[config.mk]
export PLATFORM = sky130hd
export DESIGN_NAME = init_pop_stream_flat
export DESIGN_NICKNAME = d
export VERILOG_FILES = /design/src/rtl/init_pop_stream_if.sv /design/src/rtl/init_pop_stream.sv /design/src/flat_wrapper.sv
export SDC_FILE = /design/constraint.sdc
export NUM_CORES = 1
export LEC_CHECK = 0
export CORE_MARGIN = 2
export CORE_UTILIZATION = 50
export CTS_BUF_LIST = sky130_fd_sc_hd__clkbuf_8 sky130_fd_sc_hd__clkbuf_16
export DETAILED_ROUTE_END_ITERATION = 8
export MAX_ROUTING_LAYER = met4
export PLACE_DENSITY = 0.8
export SETUP_SLACK_MARGIN = 0.5
export SYNTH_ARGS = -nofsm -noshare
export SYNTH_HDL_FRONTEND = slang
export SYNTH_SLANG_ARGS = --single-unit
[constraint.sdc]
create_clock -name clk -period 23.8 [get_ports clk]
set_input_delay 5.95 -clock clk [delete_from_list [all_inputs] [get_ports clk]]
set_output_delay 5.95 -clock clk [all_outputs]
set_load 0.02 [all_outputs]
[src/rtl/init_pop_stream_if.sv]
// Purpose : control + genome stream bundle between run controller, initialiser and RAM writer.
// Latency : n/a (wires only).
// Backpressure: genome_ready from the consumer holds genome_valid/data/idx stable.
// Ports   : start/seed/mode (run request), genome_data/idx/valid/ready (stream), busy/done (status).
interface init_pop_stream_if #(
  parameter int GENOME_BITS = 250,
  parameter int IDX_W       = 5
);
  logic                   start;
  logic [31:0]            seed;
  logic [1:0]             mode;
  logic [GENOME_BITS-1:0] genome_data;
  logic [IDX_W-1:0]       genome_idx;
  logic                   genome_valid;
  logic                   genome_ready;
  logic                   busy;
  logic                   done;

  // master: the initialiser (produces the genome stream)
  modport master (
    input  start, seed, mode, genome_ready,
    output genome_data, genome_idx, genome_valid, busy, done
  );

  // slave: controller/consumer side
  modport slave (
    output start, seed, mode, genome_ready,
    input  genome_data, genome_idx, genome_valid, busy, done
  );
endinterface

[src/rtl/init_pop_stream.sv]
// Purpose : generates POP_SIZE genomes of GENOME_BITS from a 32-bit xorshift, streamed one per handshake.
// Latency : start->first valid CHUNKS+1 cycles (2*CHUNKS+1 in sparse mode); CHUNKS+1 spacing with ready high.
// Backpressure: genome held in PRESENT until genome_ready; generator frozen meanwhile.
// Ports   : clk, rst (async, active high); bus (master modport): start/seed/mode in,
//           genome_data/genome_idx/genome_valid out, genome_ready in, busy/done out.
module init_pop_stream #(
  parameter int POP_SIZE    = 30,
  parameter int GENOME_BITS = 250,
  parameter int CHUNK_W     = 8,
  parameter int IDX_W       = 5
) (
  input  logic               clk,
  input  logic               rst,
  init_pop_stream_if.master  bus
);

  localparam int CHUNKS = (GENOME_BITS + CHUNK_W - 1) / CHUNK_W;
  localparam int CNT_W  = (CHUNKS > 1) ? $clog2(CHUNKS) : 1;

  localparam logic [1:0] MODE_RAND   = 2'd0;
  localparam logic [1:0] MODE_ZEROS  = 2'd1;
  localparam logic [1:0] MODE_ONES   = 2'd2;
  localparam logic [1:0] MODE_SPARSE = 2'd3;

  typedef enum logic [1:0] {
    S_IDLE    = 2'd0,
    S_FILL    = 2'd1,
    S_PRESENT = 2'd2,
    S_DONE    = 2'd3
  } state_t;

  state_t                 state_q, state_d;
  logic [31:0]            lfsr_q, lfsr_d;
  logic [GENOME_BITS-1:0] data_q, data_d;
  logic [IDX_W-1:0]       idx_q, idx_d;
  logic [CNT_W-1:0]       cnt_q, cnt_d;
  logic [1:0]             mode_q, mode_d;
  // sparse mode: phase 0 draws the first half of the AND pair, phase 1 commits
  logic                   phase_q, phase_d;
  logic [CHUNK_W-1:0]     half_q, half_d;

  function automatic logic [31:0] xs_step(input logic [31:0] x);
    logic [31:0] t;
    t = x ^ (x << 13);
    t = t ^ (t >> 17);
    t = t ^ (t << 5);
    return t;
  endfunction

  logic [31:0]            lfsr_next;
  logic [CHUNK_W-1:0]     gen_chunk;
  logic [CHUNK_W-1:0]     fill_chunk;
  logic [GENOME_BITS-1:0] data_app;
  logic                   chunk_commit;
  logic                   last_chunk;
  logic                   last_genome;
  logic                   accept;
  logic                   gen_steps;

  assign lfsr_next    = xs_step(lfsr_q);
  assign gen_chunk    = lfsr_next[CHUNK_W-1:0];
  assign chunk_commit = (mode_q != MODE_SPARSE) || phase_q;
  assign last_chunk   = chunk_commit && (cnt_q == CNT_W'(CHUNKS - 1));
  assign last_genome  = (idx_q == IDX_W'(POP_SIZE - 1));
  assign accept       = (state_q == S_PRESENT) && bus.genome_ready;
  assign gen_steps    = (mode_q == MODE_RAND) || (mode_q == MODE_SPARSE);

  always_comb begin
    fill_chunk = gen_chunk;
    case (mode_q)
      MODE_RAND:   fill_chunk = gen_chunk;
      MODE_ZEROS:  fill_chunk = '0;
      MODE_ONES:   fill_chunk = '1;
      MODE_SPARSE: fill_chunk = half_q & gen_chunk;
      default:     fill_chunk = gen_chunk;
    endcase
  end

  // Shift-left-and-append; bits pushed past GENOME_BITS fall off the top,
  // so the first chunk ends up most significant.
  generate
    if (CHUNK_W >= GENOME_BITS) begin : g_narrow
      assign data_app = fill_chunk[GENOME_BITS-1:0];
    end else begin : g_wide
      assign data_app = {data_q[GENOME_BITS-CHUNK_W-1:0], fill_chunk};
    end
  endgenerate

  // State register and datapath flops
  always_ff @(posedge clk or posedge rst) begin
    if (rst) begin
      state_q <= S_IDLE;
      lfsr_q  <= 32'h1;
      data_q  <= '0;
      idx_q   <= '0;
      cnt_q   <= '0;
      mode_q  <= 2'd0;
      phase_q <= 1'b0;
      half_q  <= '0;
    end else begin
      state_q <= state_d;
      lfsr_q  <= lfsr_d;
      data_q  <= data_d;
      idx_q   <= idx_d;
      cnt_q   <= cnt_d;
      mode_q  <= mode_d;
      phase_q <= phase_d;
      half_q  <= half_d;
    end
  end

  // Next-state logic
  always_comb begin
    state_d = state_q;
    case (state_q)
      S_IDLE:    if (bus.start) state_d = S_FILL;
      S_FILL:    if (last_chunk) state_d = S_PRESENT;
      S_PRESENT: if (accept) state_d = last_genome ? S_DONE : S_FILL;
      S_DONE:    state_d = S_IDLE;
      default:   state_d = S_IDLE;
    endcase
  end

  // Datapath next values
  always_comb begin
    lfsr_d  = lfsr_q;
    data_d  = data_q;
    idx_d   = idx_q;
    cnt_d   = cnt_q;
    mode_d  = mode_q;
    phase_d = phase_q;
    half_d  = half_q;
    case (state_q)
      S_IDLE: begin
        if (bus.start) begin
          // an all-zero seed would lock the xorshift at zero forever
          lfsr_d  = (bus.seed == 32'h0) ? 32'h1 : bus.seed;
          mode_d  = bus.mode;
          data_d  = '0;
          idx_d   = '0;
          cnt_d   = '0;
          phase_d = 1'b0;
          half_d  = '0;
        end
      end
      S_FILL: begin
        if (gen_steps) lfsr_d = lfsr_next;
        if (chunk_commit) begin
          data_d  = data_app;
          cnt_d   = cnt_q + CNT_W'(1);
          phase_d = 1'b0;
        end else begin
          half_d  = gen_chunk;
          phase_d = 1'b1;
        end
      end
      S_PRESENT: begin
        if (accept && !last_genome) begin
          idx_d   = idx_q + IDX_W'(1);
          data_d  = '0;
          cnt_d   = '0;
          phase_d = 1'b0;
        end
      end
      default: ;
    endcase
  end

  // Outputs
  always_comb begin
    bus.genome_valid = 1'b0;
    bus.busy         = 1'b1;
    bus.done         = 1'b0;
    case (state_q)
      S_IDLE:    bus.busy         = 1'b0;
      S_PRESENT: bus.genome_valid = 1'b1;
      S_DONE:    bus.done         = 1'b1;
      default:   ;
    endcase
  end

  assign bus.genome_data = data_q;
  assign bus.genome_idx  = idx_q;

endmodule
[src/flat_wrapper.sv]
// flat-port wrapper written by rule: the top's interface ports become plain ports
module init_pop_stream_flat 
#(
  parameter int POP_SIZE    = 30,
  parameter int GENOME_BITS = 250,
  parameter int CHUNK_W     = 8,
  parameter int IDX_W       = 5
)
  (clk, rst, bus_start, bus_seed, bus_mode, bus_genome_ready, bus_genome_data, bus_genome_idx, bus_genome_valid, bus_busy, bus_done);
  init_pop_stream_if #(.GENOME_BITS(GENOME_BITS), .IDX_W(IDX_W)) bus_i ();
  input  logic clk;
  input  logic rst;
  input wire logic [$bits(bus_i.start)-1:0] bus_start;
  input wire logic [$bits(bus_i.seed)-1:0] bus_seed;
  input wire logic [$bits(bus_i.mode)-1:0] bus_mode;
  input wire logic [$bits(bus_i.genome_ready)-1:0] bus_genome_ready;
  output wire logic [$bits(bus_i.genome_data)-1:0] bus_genome_data;
  output wire logic [$bits(bus_i.genome_idx)-1:0] bus_genome_idx;
  output wire logic [$bits(bus_i.genome_valid)-1:0] bus_genome_valid;
  output wire logic [$bits(bus_i.busy)-1:0] bus_busy;
  output wire logic [$bits(bus_i.done)-1:0] bus_done;
  assign bus_i.start = bus_start;
  assign bus_i.seed = bus_seed;
  assign bus_i.mode = bus_mode;
  assign bus_i.genome_ready = bus_genome_ready;
  assign bus_genome_data = bus_i.genome_data;
  assign bus_genome_idx = bus_i.genome_idx;
  assign bus_genome_valid = bus_i.genome_valid;
  assign bus_busy = bus_i.busy;
  assign bus_done = bus_i.done;
  init_pop_stream #(.POP_SIZE(POP_SIZE), .GENOME_BITS(GENOME_BITS), .CHUNK_W(CHUNK_W), .IDX_W(IDX_W)) u_core (.clk(clk), .rst(rst), .bus(bus_i));
endmodule
* Yosys cells after proc, flatten, opt, wreduce, memory -nomap -nowiden
Cells that the tools add are included.
Cells by class: add/sub/neg operators 2, equality and inequality tests 16, bitwise gates (word level) 4, mux-type cells 30, reduce and logical (&&, ||, !) cells 19
Operators by type and width (count):
- 2-to-1 mux 250 bit | 3
- case mux 250 bit (3 select lines) | 1
- 2-to-1 mux 32 bit | 3
- case mux 32 bit (2 select lines) | 1
- bitwise XOR 32 bit | 2
- zero test 32 bit | 1
- case mux 8 bit (4 select lines) | 1
- bitwise XOR 32 x 15 -> 32 bit | 1
- 2-to-1 mux 5 bit | 4
- 2-to-1 mux 8 bit | 2
- case mux 8 bit (2 select lines) | 1
- case mux 5 bit (3 select lines) | 1
- AND reduction 3 bit | 5
- adder 5 x 1 -> 5 bit (second input constant) | 2
- equality test 5 bit (second input constant) | 2
- case mux 5 bit (2 select lines) | 1
- AND 8 bit | 1
- equality test 2 bit (second input constant) | 4
- 2-to-1 mux 2 bit | 4
- inequality test 2 x 1 -> 1 bit (second input constant) | 4
- inequality test 2 bit (second input constant) | 4
- case mux 2 bit (4 select lines) | 1
- 2-to-1 mux 1 bit | 6
- equality test 2 x 1 -> 1 bit (second input constant) | 2
- 9 further kinds | 14
Storage, ports and cells: output and inout port bits 258, register bits after elaboration 305, logic and storage cells 79

* Logic depth before layout (Yosys ltp)
word-level depth 7, gate-level depth with buffers 8

* Worst setup path before layout
No wires, ideal clock.
kind in2reg, start point input port bus_genome_ready, end point register u_core.idx_q[2], in the netlist u_core.bus.genome_idx[2], setup slack 16.852 ns, arrival 6.870 ns, path buffers 1, required time 23.723 ns, stages on the path 5, cell sequence mux2i_1 -> a211o_1 -> buf_2 -> or3_1 -> a21oi_1
On the way: cells in the longest elaborated chain, start to end 4
RTL lines:
- start: declaration | RTL line flat_wrapper.sv:16 | input wire logic [$bits(bus_i.genome_ready)-1:0] bus_genome_ready;
- logical AND 1 bit | RTL line init_pop_stream.sv:65 | assign accept = (state_q == S_PRESENT) && bus.genome_ready;
- logical AND 1 bit | RTL line init_pop_stream.sv:158 | if (accept && !last_genome) begin
- inequality test 2 bit (no line)
- AND reduction 3 bit (no line)
- end signal: assignment | RTL line init_pop_stream.sv:104 | idx_q <= idx_d;
- end: declaration | RTL line init_pop_stream.sv:35 | logic [IDX_W-1:0] idx_q, idx_d;
No other way between the ends. A chain may end at the register's enable or synchronous reset.

* Worst setup path in the final report
start point input port bus_genome_ready, end point register u_core.data_q[225], in the netlist u_core.bus.genome_data[225]
On the way: cells in the longest elaborated chain, start to end 4
RTL lines:
- logical AND 1 bit | RTL line init_pop_stream.sv:65
- logical AND 1 bit | RTL line init_pop_stream.sv:158
- inequality test 2 bit (no line)
- AND reduction 4 bit (no line)
- end signal: assignment | RTL line init_pop_stream.sv:103 | data_q <= data_d;
- end: declaration | RTL line init_pop_stream.sv:34 | logic [GENOME_BITS-1:0] data_q, data_d;
No other way between the ends.

==> results.yml <==
floorplanning:
  design.portCount: 296
  coreArea_mm2: 0.0243
  die_h_um: 161
  row_count: 57
  floorplan.initialDensity: 0.510
  die_width_um: 161
  floorplan.die_area_mm2: 0.0261
global_route:
  antenna_violations_before_repair: 0
  grt_util_met3: 0.0393
  grt_pass1_wl_mm: 50.1
  grt_overflow: 0
  grt.busiest_layer: "met2"
  use_met2: 0.384
  first_global_vias: 8706
  all_layer_gr_usage: 0.245
  largest_net_degree_at_the_start_of_global_routing: 257
  met1_usage: 0.345
critical_path:
  timing.critical_path.to_type: "register"
  crit_path_start: "bus_genome_ready"
  setup.worst_path.start_class: "primary input"
  r2r_end: "u_core.bus.genome_data[225]$_DFFE_PP0P_"
  cp.arrival_ns: 8.59
  timing.reg2reg.setup_slack_ns: 20.58
  criticalPathCategory: "primary input to register"
  crit_end: "u_core.bus.genome_data[225]$_DFFE_PP0P_"
  r2r.worst_path.cells: 8
  cp_max_fo: 76
  cp_data_required_time_ns: 24.27
  r2r_start: "u_core.mode_q[1]$_DFFE_PP0P_"
sta:
  layout_min_cycle_time_ns: 8.12
  max-slew-margin-rel: 0.157
  fmax_ghz: 0.123
  fin_worst_skew_ns: 0.00999
  post-route-worst-setup-slack_ns: 15.68
  final_worst_path_period_share: 0.341
  rsz0062_at_grt: "no"
  fin_hold_viols: 0
  setup-violations-final: 0
  totalNegativeSetupSlack_ns: 0
  worst_hold_slack_ns: 0.494
  number_of_pins_exceeding_their_max_slew_limit_in_the_final_report: 0
  slew_of_the_pin_with_the_lowest_slew_margin_ns: 1.27
cells_and_area:
  finished_layout_cells: 1532
  layout.cells.most_common_list: "dfrtp_1 (304), clkdlybuf4s50_1 (295), a22o_1 (252)"
  layout_cell_share_with_drive_strength_beyond_1: 0.0621
  finalInstanceArea_mm2: 0.0165
  final_common_cell: "dfrtp_1"
  diodes: 0
  area_delta_synth_final_pct: 32.8
  layout.nets: 1230
synthesis:
  main_synth_ff_type: "dfrtp_1"
  synth_cell_types: 51
  netlist_instances: 935
  post_synth_edffs: 0
  register_bit_count_reported_by_yosys: 305
  async_flop_share: 1.00
  synth.net_count: 980
  synth.avg_cell_area_um2: 13.3
  ys_seq_area_frac: 0.616
  syn_area_mm2: 0.0124
  yosys_warnings: 0
clock_network:
  post_cts_hold_buffer_count: 0
  worst_skew_pair.late_latency_ns: 0.54
  tritoncts_clock_tree: "yes"
  tritoncts.num_buffers: 30
  post_cts_resized: 0
  cts_htree_levels: 1
  clk_pin_slew_ns: 0.06
  post_cts.repair.setup_buffers: 0
  clock-sinks: 305
  clk_root_buffer_cell: "clkbuf_16"
  clock_path_buffers: 3
placement:
  post-place-cells: 1477
  area_post_placement_mm2: 0.0154
  place.gp.congestion: 0.856
  preCtsSetupSlack_ns: 15.20
  hpwl_after_detailed_placement_mm: 20.6
  port-buffer-count: 295
detailed_routing:
  via_per_inst: 5.96
  detailedRoute.firstPassIterationCount: 7
  detail_route.iter0.violations: 885
  route.antenna.remaining_nets: 0
  vias: 9137
  detail_route.drc_violations: 0
  post_dr_wirelength_cell_um: 20.7
  drt-total-wl_mm: 31.7
job:
  maxCapViolCount: 0
power_and_ir_drop:
  share_comb_of_total_power: 0.514
  internal_dissipation_mw: 1.72
  power.share.clock: 0.168
  power.static_leakage_nw: 7.32
  power.share.sequential: 0.318
  power_density_mw_per_mm2: 178
  p_switching_mw: 1.21
  switching_share: 0.414
  power.ir.vdd_worst_uv: 110
outcome:
  outcome: "finished, final reports clean"
min_path:
  hold_class: "register to register"
-- worst min-delay path by stage --
stage	start	to	slack (ns)	cells past startpoint
3_5_place_dp	u_core.half_q[6]$_DFFE_PP0P_	u_core.half_q[6]$_DFFE_PP0P_	0.48	1
6_report	u_core.half_q[6]$_DFFE_PP0P_	u_core.half_q[6]$_DFFE_PP0P_	0.49	1
3_3_place_gp	u_core.phase_q$_DFFE_PP0P_	u_core.phase_q$_DFFE_PP0P_	0.47	1
5_1_grt	u_core.half_q[7]$_DFFE_PP0P_	u_core.half_q[7]$_DFFE_PP0P_	0.51	1
4_1_cts	u_core.half_q[6]$_DFFE_PP0P_	u_core.half_q[6]$_DFFE_PP0P_	0.50	1
2_1_floorplan	u_core.half_q[0]$_DFFE_PP0P_	u_core.half_q[0]$_DFFE_PP0P_	0.46	1
-- flip-flops by register name, summed over array words and instances (netlist names) --
register	cells
u_core.bus.genome_data	250
u_core.bus.genome_idx	5
u_core.cnt_q	5
u_core.half_q	8
u_core.lfsr_q	32
u_core.mode_q	2
u_core.phase_q	1
u_core.state_q	2
-- metrics by stage --
| stage | util | power [mW] |
|---|---|---|
| 6_report | 0.677 | 2.93 |
| 5_1_grt | 0.677 | 3.10 |
| 4_1_cts | 0.677 | 2.94 |
| 2_1_floorplan | - | 1.93 |
| 3_5_place_dp | 0.634 | 2.43 |
| 3_3_place_gp | 0.634 | 2.39 |
-- Yosys cell counts, types with 3 or more instances --
library cell	n	area [um^2]
ha_1	7	87.6
o221ai_1	9	78.8
inv_1	7	26.3
a22o_1	252	2210
xnor2_1	39	342
o21ai_0	26	130
a21oi_1	25	125
and3_1	3	18.8
a2bb2oi_1	7	61.3
nor2_1	16	60.1
a22oi_1	13	97.6
dfrtp_1	304	7610
clkbuf_1	12	45.0
xor2_1	10	87.6
xnor2_2	3	48.8
xnor3_1	10	225
nor4_1	8	50.1
buf_2	64	320
o2bb2ai_1	21	184
nand2b_1	6	37.5
nand2_1	38	143
o22ai_1	10	62.6
buf_4	8	60.1
-- power groups by stage --
stage                     Sequential, mW  Clock, mW  Combinational [mW]
after CTS                          0.929      0.500                1.51
final                              0.932      0.491                1.51
after global routing               0.957      0.525                1.61
after detailed placement           0.933          0                1.50
after global placement             0.927          0                1.46
after floorplan                     1.05          0               0.876
-- routing by layer --
metal / routed length (um) / vias to the layer above
li1: - / 4057
met5: 0 / -
met4: 660 / 0
met3: 2160 / 53
met1: 13600 / 4641
met2: 15300 / 386
-- kinds of logic (layout without fill, tap and decap cells) --
| logic type | Yosys count | count (layout) | synth area share |
|---|---|---|---|
| simple gates | 86 | 86 | 0.0332 |
| fa+ha+maj | 7 | 7 | 0.00706 |
| buf+inv | 93 | 366 | 0.0370 |
| mux | 3 | 3 | 0.00252 |
| xor+xnor | 62 | 62 | 0.0567 |
| compound gates | 379 | 379 | 0.248 |
| flops | 305 | 305 | 0.616 |
-- critical path: stages --
cell and delay (ns):
clkdlybuf4s50_1 0.49, mux2i_1 0.26, nor2_1 0.15, o21ai_4 0.16
buf_4 0.56, buf_4 0.71, a22o_1 0.25
-- cell type report --
cell class | count | area, um^2
clock buffer | 34 | 817
clock inverter | 21 | 224
fill | 1761 | 7860
inverter | 7 | 33.8
multi-input combinational | 537 | 4320
sequential | 305 | 7630
tap | 324 | 405
timing repair buffer | 304 | 3030
Power figures use the tool's default switching activity.
==> variant 1, RTL diff (config.mk and constraints unchanged) <==
`IDX_W` is set to 5 in 3 places; all go to 7.
--- a/src/rtl/init_pop_stream_if.sv
+++ b/src/rtl/init_pop_stream_if.sv
@@ -4,7 +4,7 @@
 // Ports   : start/seed/mode (run request), genome_data/idx/valid/ready (stream), busy/done (status).
 interface init_pop_stream_if #(
   parameter int GENOME_BITS = 250,
-  parameter int IDX_W       = 5
+  parameter int IDX_W       = 7
 );
   logic                   start;
   logic [31:0]            seed;
--- a/src/rtl/init_pop_stream.sv
+++ b/src/rtl/init_pop_stream.sv
@@ -7,7 +7,7 @@
   parameter int POP_SIZE    = 30,
   parameter int GENOME_BITS = 250,
   parameter int CHUNK_W     = 8,
-  parameter int IDX_W       = 5
+  parameter int IDX_W       = 7
 ) (
   input  logic               clk,
   input  logic               rst,
--- a/src/flat_wrapper.sv
+++ b/src/flat_wrapper.sv
@@ -4,7 +4,7 @@
   parameter int POP_SIZE    = 30,
   parameter int GENOME_BITS = 250,
   parameter int CHUNK_W     = 8,
-  parameter int IDX_W       = 5
+  parameter int IDX_W       = 7
 )
   (clk, rst, bus_start, bus_seed, bus_mode, bus_genome_ready, bus_genome_data, bus_genome_idx, bus_genome_valid, bus_busy, bus_done);
   init_pop_stream_if #(.GENOME_BITS(GENOME_BITS), .IDX_W(IDX_W)) bus_i ();
Ports: changed (resized bus_genome_idx); port bits go from 296 to 298. No check against the original RTL was run, so the function may have changed too.
==> variant 1 against the original RTL <==
  * Routed wire length grew 5.4%
  * Combinational power shrank 5%
  * Register-to-register slack gained 0.18 ns
  * Design area grew 1.3%
  * Utilization grew 0.50 points
  * Synthesized area grew 0.84%
  * Count of clock-buffer cells in the layout grew 7
  * Power shrank 2.7%
  * Setup slack lost 0.093 ns
  * Hold slack lost 0.014 ns
  * Clock power grew 4%
  * Sequential cell count grew 2
==> variant 1: results (changes against the original RTL) <==
.. list-table::
   :header-rows: 1

   * - Metric
     - Value
   * - GR Util All Layers
     - 26.1% (was 24.5%)
   * - Number of CTS-inserted buffers
     - 31 (was 30)
   * - Met3 Use GR
     - 4.98% (was 3.93%)
   * - Multi-input gates
     - 557 (was 537)
   * - Number of placed instances with taps included
     - 1505 (was 1477)
   * - Total number of vias
     - 9486 (was 9137)
   * - Filler-free cell count of the finished design
     - 1562 (was 1532)
   * - First-pass iteration count of the detailed router
     - 5 (was 7)
   * - Post-Syn Nets
     - 1008 (was 980)
   * - Outcome
     - complete, no violations (unchanged)
   * - Hold path endpoint
     - u_core.half_q[2] (was u_core.half_q[6])
   * - Maximum clock skew at final layout
     - 0.00656 ns (was 0.00999 ns)
   * - Startpoint of the lowest-slack register-to-register path
     - u_core.mode_q[0] (was u_core.mode_q[1])
   * - Worst stage delay on the critical path
     - 0.82 ns (was 0.71 ns)
   * - Total met2 wirelength after detailed routing
     - 16.2 mm (was 15.3 mm)
   * - Number of cells on the worst hold path
     - 2 (was 1)
   * - Multi-input gate share of the layout cell area
     - 26.3% (was 26.2%)
   * - Register-to-Register Setup Slack
     - 20.76 ns (was 20.58 ns)
   * - Post-detailed-route wirelength per cell
     - 21.4 µm (was 20.7 µm)
   * - Number of ordinary inverters in the final layout
     - 9 (was 7)
   * - Sw power
     - 1.16 mW (was 1.21 mW)
   * - Pin count of the biggest net entering global routing
     - 256 (was 257)
   * - Wire length of the first global-routing pass
     - 53.0 mm (was 50.1 mm)
   * - Signal buf overhead
     - 18.4% (about the same)
   * - Routed length on met3
     - 2.49 mm (was 2.16 mm)
   * - Post-synthesis sequential area ratio
     - 61.5% (was 61.6%)
   * - Leakage dissipation
     - 7.42 nW (was 7.32 nW)
   * - Max FO, Critical Path
     - 105 (was 76)
   * - Terminus of the critical flop-to-flop path
     - u_core.bus.genome_data[123] (was u_core.bus.genome_data[225])
variant 1: worst max-delay path by stage:
stage | start | end | slack (ns) | cells after the start
2_1_floorplan | rst | u_core.bus.genome_data[0] | 9.36 | 1
3_3_place_gp | rst | u_core.bus.genome_data[95] | 14.89 | 4
5_1_grt | rst | u_core.bus.genome_data[100] | 15.17 | 4
3_5_place_dp | rst | u_core.bus.genome_data[91] | 14.90 | 4
4_1_cts | rst | u_core.bus.genome_data[100] | 15.49 | 4
6_report | rst | u_core.bus.genome_data[236] | 15.59 | 4
variant 1: cells by family (layout without fill, tap and decap cells):
| family | count (synthesis) | after routing | synth area share, % |
|---|---|---|---|
| compound gates | 381 | 381 | 24.6 |
| xor+xnor | 63 | 63 | 5.51 |
| fa+ha+maj | 7 | 7 | 0.700 |
| buf+inv | 99 | 374 | 3.63 |
| flops | 307 | 307 | 61.5 |
| mux | 3 | 3 | 0.250 |
| simple gates | 103 | 103 | 3.81 |
==> variant 2, RTL diff (same settings) <==
Without the edit above. Encoding of `state_t`: now Gray code (2 bits for 4 states).
--- a/src/rtl/init_pop_stream.sv
+++ b/src/rtl/init_pop_stream.sv
@@ -23,10 +23,10 @@
   localparam logic [1:0] MODE_SPARSE = 2'd3;
 
   typedef enum logic [1:0] {
-    S_IDLE    = 2'd0,
-    S_FILL    = 2'd1,
-    S_PRESENT = 2'd2,
-    S_DONE    = 2'd3
+    S_IDLE    = 2'b00,
+    S_FILL    = 2'b01,
+    S_PRESENT = 2'b11,
+    S_DONE    = 2'b10
   } state_t;
 
   state_t                 state_q, state_d;
Formal check against the unedited RTL: same outputs for any inputs over 4 cycles, from zero or initial values and one cycle with rst high; so few cycles prove little.
==> variant 2 against the original RTL <==
  * Die area is 8.0% higher
  * Setup slack worse by 0.38 ns
  * Critical path depth is 1 lower
  * Clock skew hardly changed
  * Design area is 6.6% higher
  * Synthesized cell count is 56% higher
  * Power is 4.0% lower
  * Routed wire length is 16% higher
  * Sequential cell count stayed put
  * Synthesized area is 8.2% higher
  * Combinational power is 14% lower
  * Critical endpoint is now u_core.bus.genome_data[67]
  * Largest cell class unchanged
  * Highest routed layer unchanged
==> variant 2: results (changes against the original RTL) <==
.. list-table::
   :header-rows: 1

   * - Metric
     - Value
   * - GR Util All Layers
     - 26.5% (was 24.5%)
   * - DP Area
     - 0.0163 mm² (was 0.0154 mm²)
   * - Number of placed instances with taps included
     - 1988 (was 1477)
   * - Signal buf overhead
     - 17.3% (was 18.4%)
   * - Maximum clock skew at final layout
     - 0.0102 ns (was 0.00999 ns)
   * - First-pass iteration count of the detailed router
     - 5 (was 7)
   * - Number of ordinary inverters in the final layout
     - 6 (was 7)
   * - Wire length of the first global-routing pass
     - 58.9 mm (was 50.1 mm)
   * - Weighted congestion reported at the end of routability-driven placement
     - 0.872 (was 0.856)
   * - Adder-Cell Fraction of Synth Area
     - 0.653% (was 0.706%)
   * - Peak ir drop on the vdd network
     - 94.4 µV (was 110 µV)
   * - Final #Nets
     - 1734 (was 1230)
   * - Portion of netlist area occupied by mux cells
     - 0% (was 0.252%)
   * - Synth Area in Compound Gates
     - 6.66% (was 24.8%)
   * - Worst endpoint data arrival time
     - 8.92 ns (was 8.59 ns)
   * - Vias in the first global route
     - 11000 (was 8706)
   * - Clk_buf instances
     - 43 (was 34)
   * - Depth of the most critical reg-to-reg path
     - 7 (was 8)
   * - Outcome
     - complete, no violations (unchanged)
   * - Leakage dissipation
     - 8.59 nW (was 7.32 nW)
   * - Worst-case hold slack
     - 0.487 ns (was 0.494 ns)
   * - Number of signal-net buffers in the layout
     - 307 (was 304)
   * - Max Clock Freq
     - 118 MHz (was 123 MHz)
   * - Seq Cell Count
     - 305 (unchanged)
   * - Multi-input gates
     - 1035 (was 537)
   * - Number of cells on the worst hold path
     - 2 (was 1)
   * - Clock latency of the later-clocked register in the worst-skew pair
     - 0.50 ns (was 0.54 ns)
   * - Slew at the pin closest to its max-slew limit
     - 1.24 ns (was 1.27 ns)
   * - Cell types with the largest area share after synthesis
     - dfrtp_1, nand2_1, nand3_1 (was dfrtp_1, a22o_1, xnor2_1)
   * - Count of different cell masters after synthesis
     - 50 (was 51)
   * - Final HPWL DP
     - 23.8 mm (was 20.6 mm)
   * - Fraction of layout cells with a size suffix above 1
     - 4.43% (was 6.21%)
   * - Multi-input gate share of the layout cell area
     - 29.8% (was 26.2%)
   * - Die outline width
     - 168 µm (was 161 µm)
   * - Number of CTS-inserted buffers
     - 34 (was 30)
   * - Max FO, Critical Path
     - 112 (was 76)
   * - Fraction of standard cell area that is sequential
     - 43.5% (was 46.4%)
   * - Cell count after synthesis
     - 1462 (was 935)
   * - Xor/xnor share of the synthesized area
     - 5.05% (was 5.67%)
   * - Post-placement setup slack
     - 14.88 ns (was 15.20 ns)
   * - Clock-cell share of area
     - 6.82% (was 6.32%)
   * - Commonest cells in the synthesized netlist
     - nand2_1, dfrtp_1, nand3_1 (was dfrtp_1, a22o_1, buf_2)
variant 2: cell types whose count changed in the layout (fill, tap and decap cells not counted), sizes merged, moves of 3 or more:
cell     change
o2bb2ai      -8
xor2         -3
buf          +3
nand3      +249
o31ai        +3
inv          +6
clkinv       -8
nand2      +498
o21ai        +3
a22o       -245
clkbuf       +9
o22ai        +3
nand2b       -3
variant 2: path summary, 6_finish.rpt:
kind                                               start                           to
worst min-delay path                    u_core.half_q[5]             u_core.half_q[5]
worst max register to register  u_core.bus.genome_idx[1]   u_core.bus.genome_data[67]
min in group asynchronous                            rst   u_core.bus.genome_data[74]
worst min register to register          u_core.half_q[5]             u_core.half_q[5]
max in group asynchronous                            rst  u_core.bus.genome_data[136]
worst max-delay path                           bus_start   u_core.bus.genome_data[67]
variant 2: logic make-up (layout without fill, tap and decap cells):
logic type / Yosys count / after routing
AO/OA/AOI/OAI: 132 / 132
buffers and inverters: 122 / 375
adder cells (fa/ha/maj): 7 / 7
flip-flops: 305 / 305
AND/OR/NAND/NOR: 836 / 836
XOR/XNOR: 60 / 60
variant 2: per-layer routing:
| metal | part of all wire, % | vias to the layer above | wire length, µm | global-route usage (%) |
|---|---|---|---|---|
| met4 | 3.4 | 0 | 1270 | 9.15 |
| met3 | 6.2 | 80 | 2270 | 3.78 |
| met5 | 0 | - | 0 | - |
| met1 | 41 | 5737 | 15300 | 34.9 |
| li1 | - | 5309 | - | - |
| met2 | 49 | 459 | 18000 | 42.5 |
variant 2: worst max-delay path, cell delays in order:
cell and delay, ns:
clkdlybuf4s50_1 0.46, nor3b_4 0.21, a31oi_4 0.88, buf_4 0.97, nand3_1 0.21, nand2_1 0.12
variant 2: report_power, final:
group          internal, mW  total, mW  switching (mW)
Combinational         0.599       1.30           0.699
Sequential            0.744      0.966           0.221
Clock                 0.342      0.549           0.207
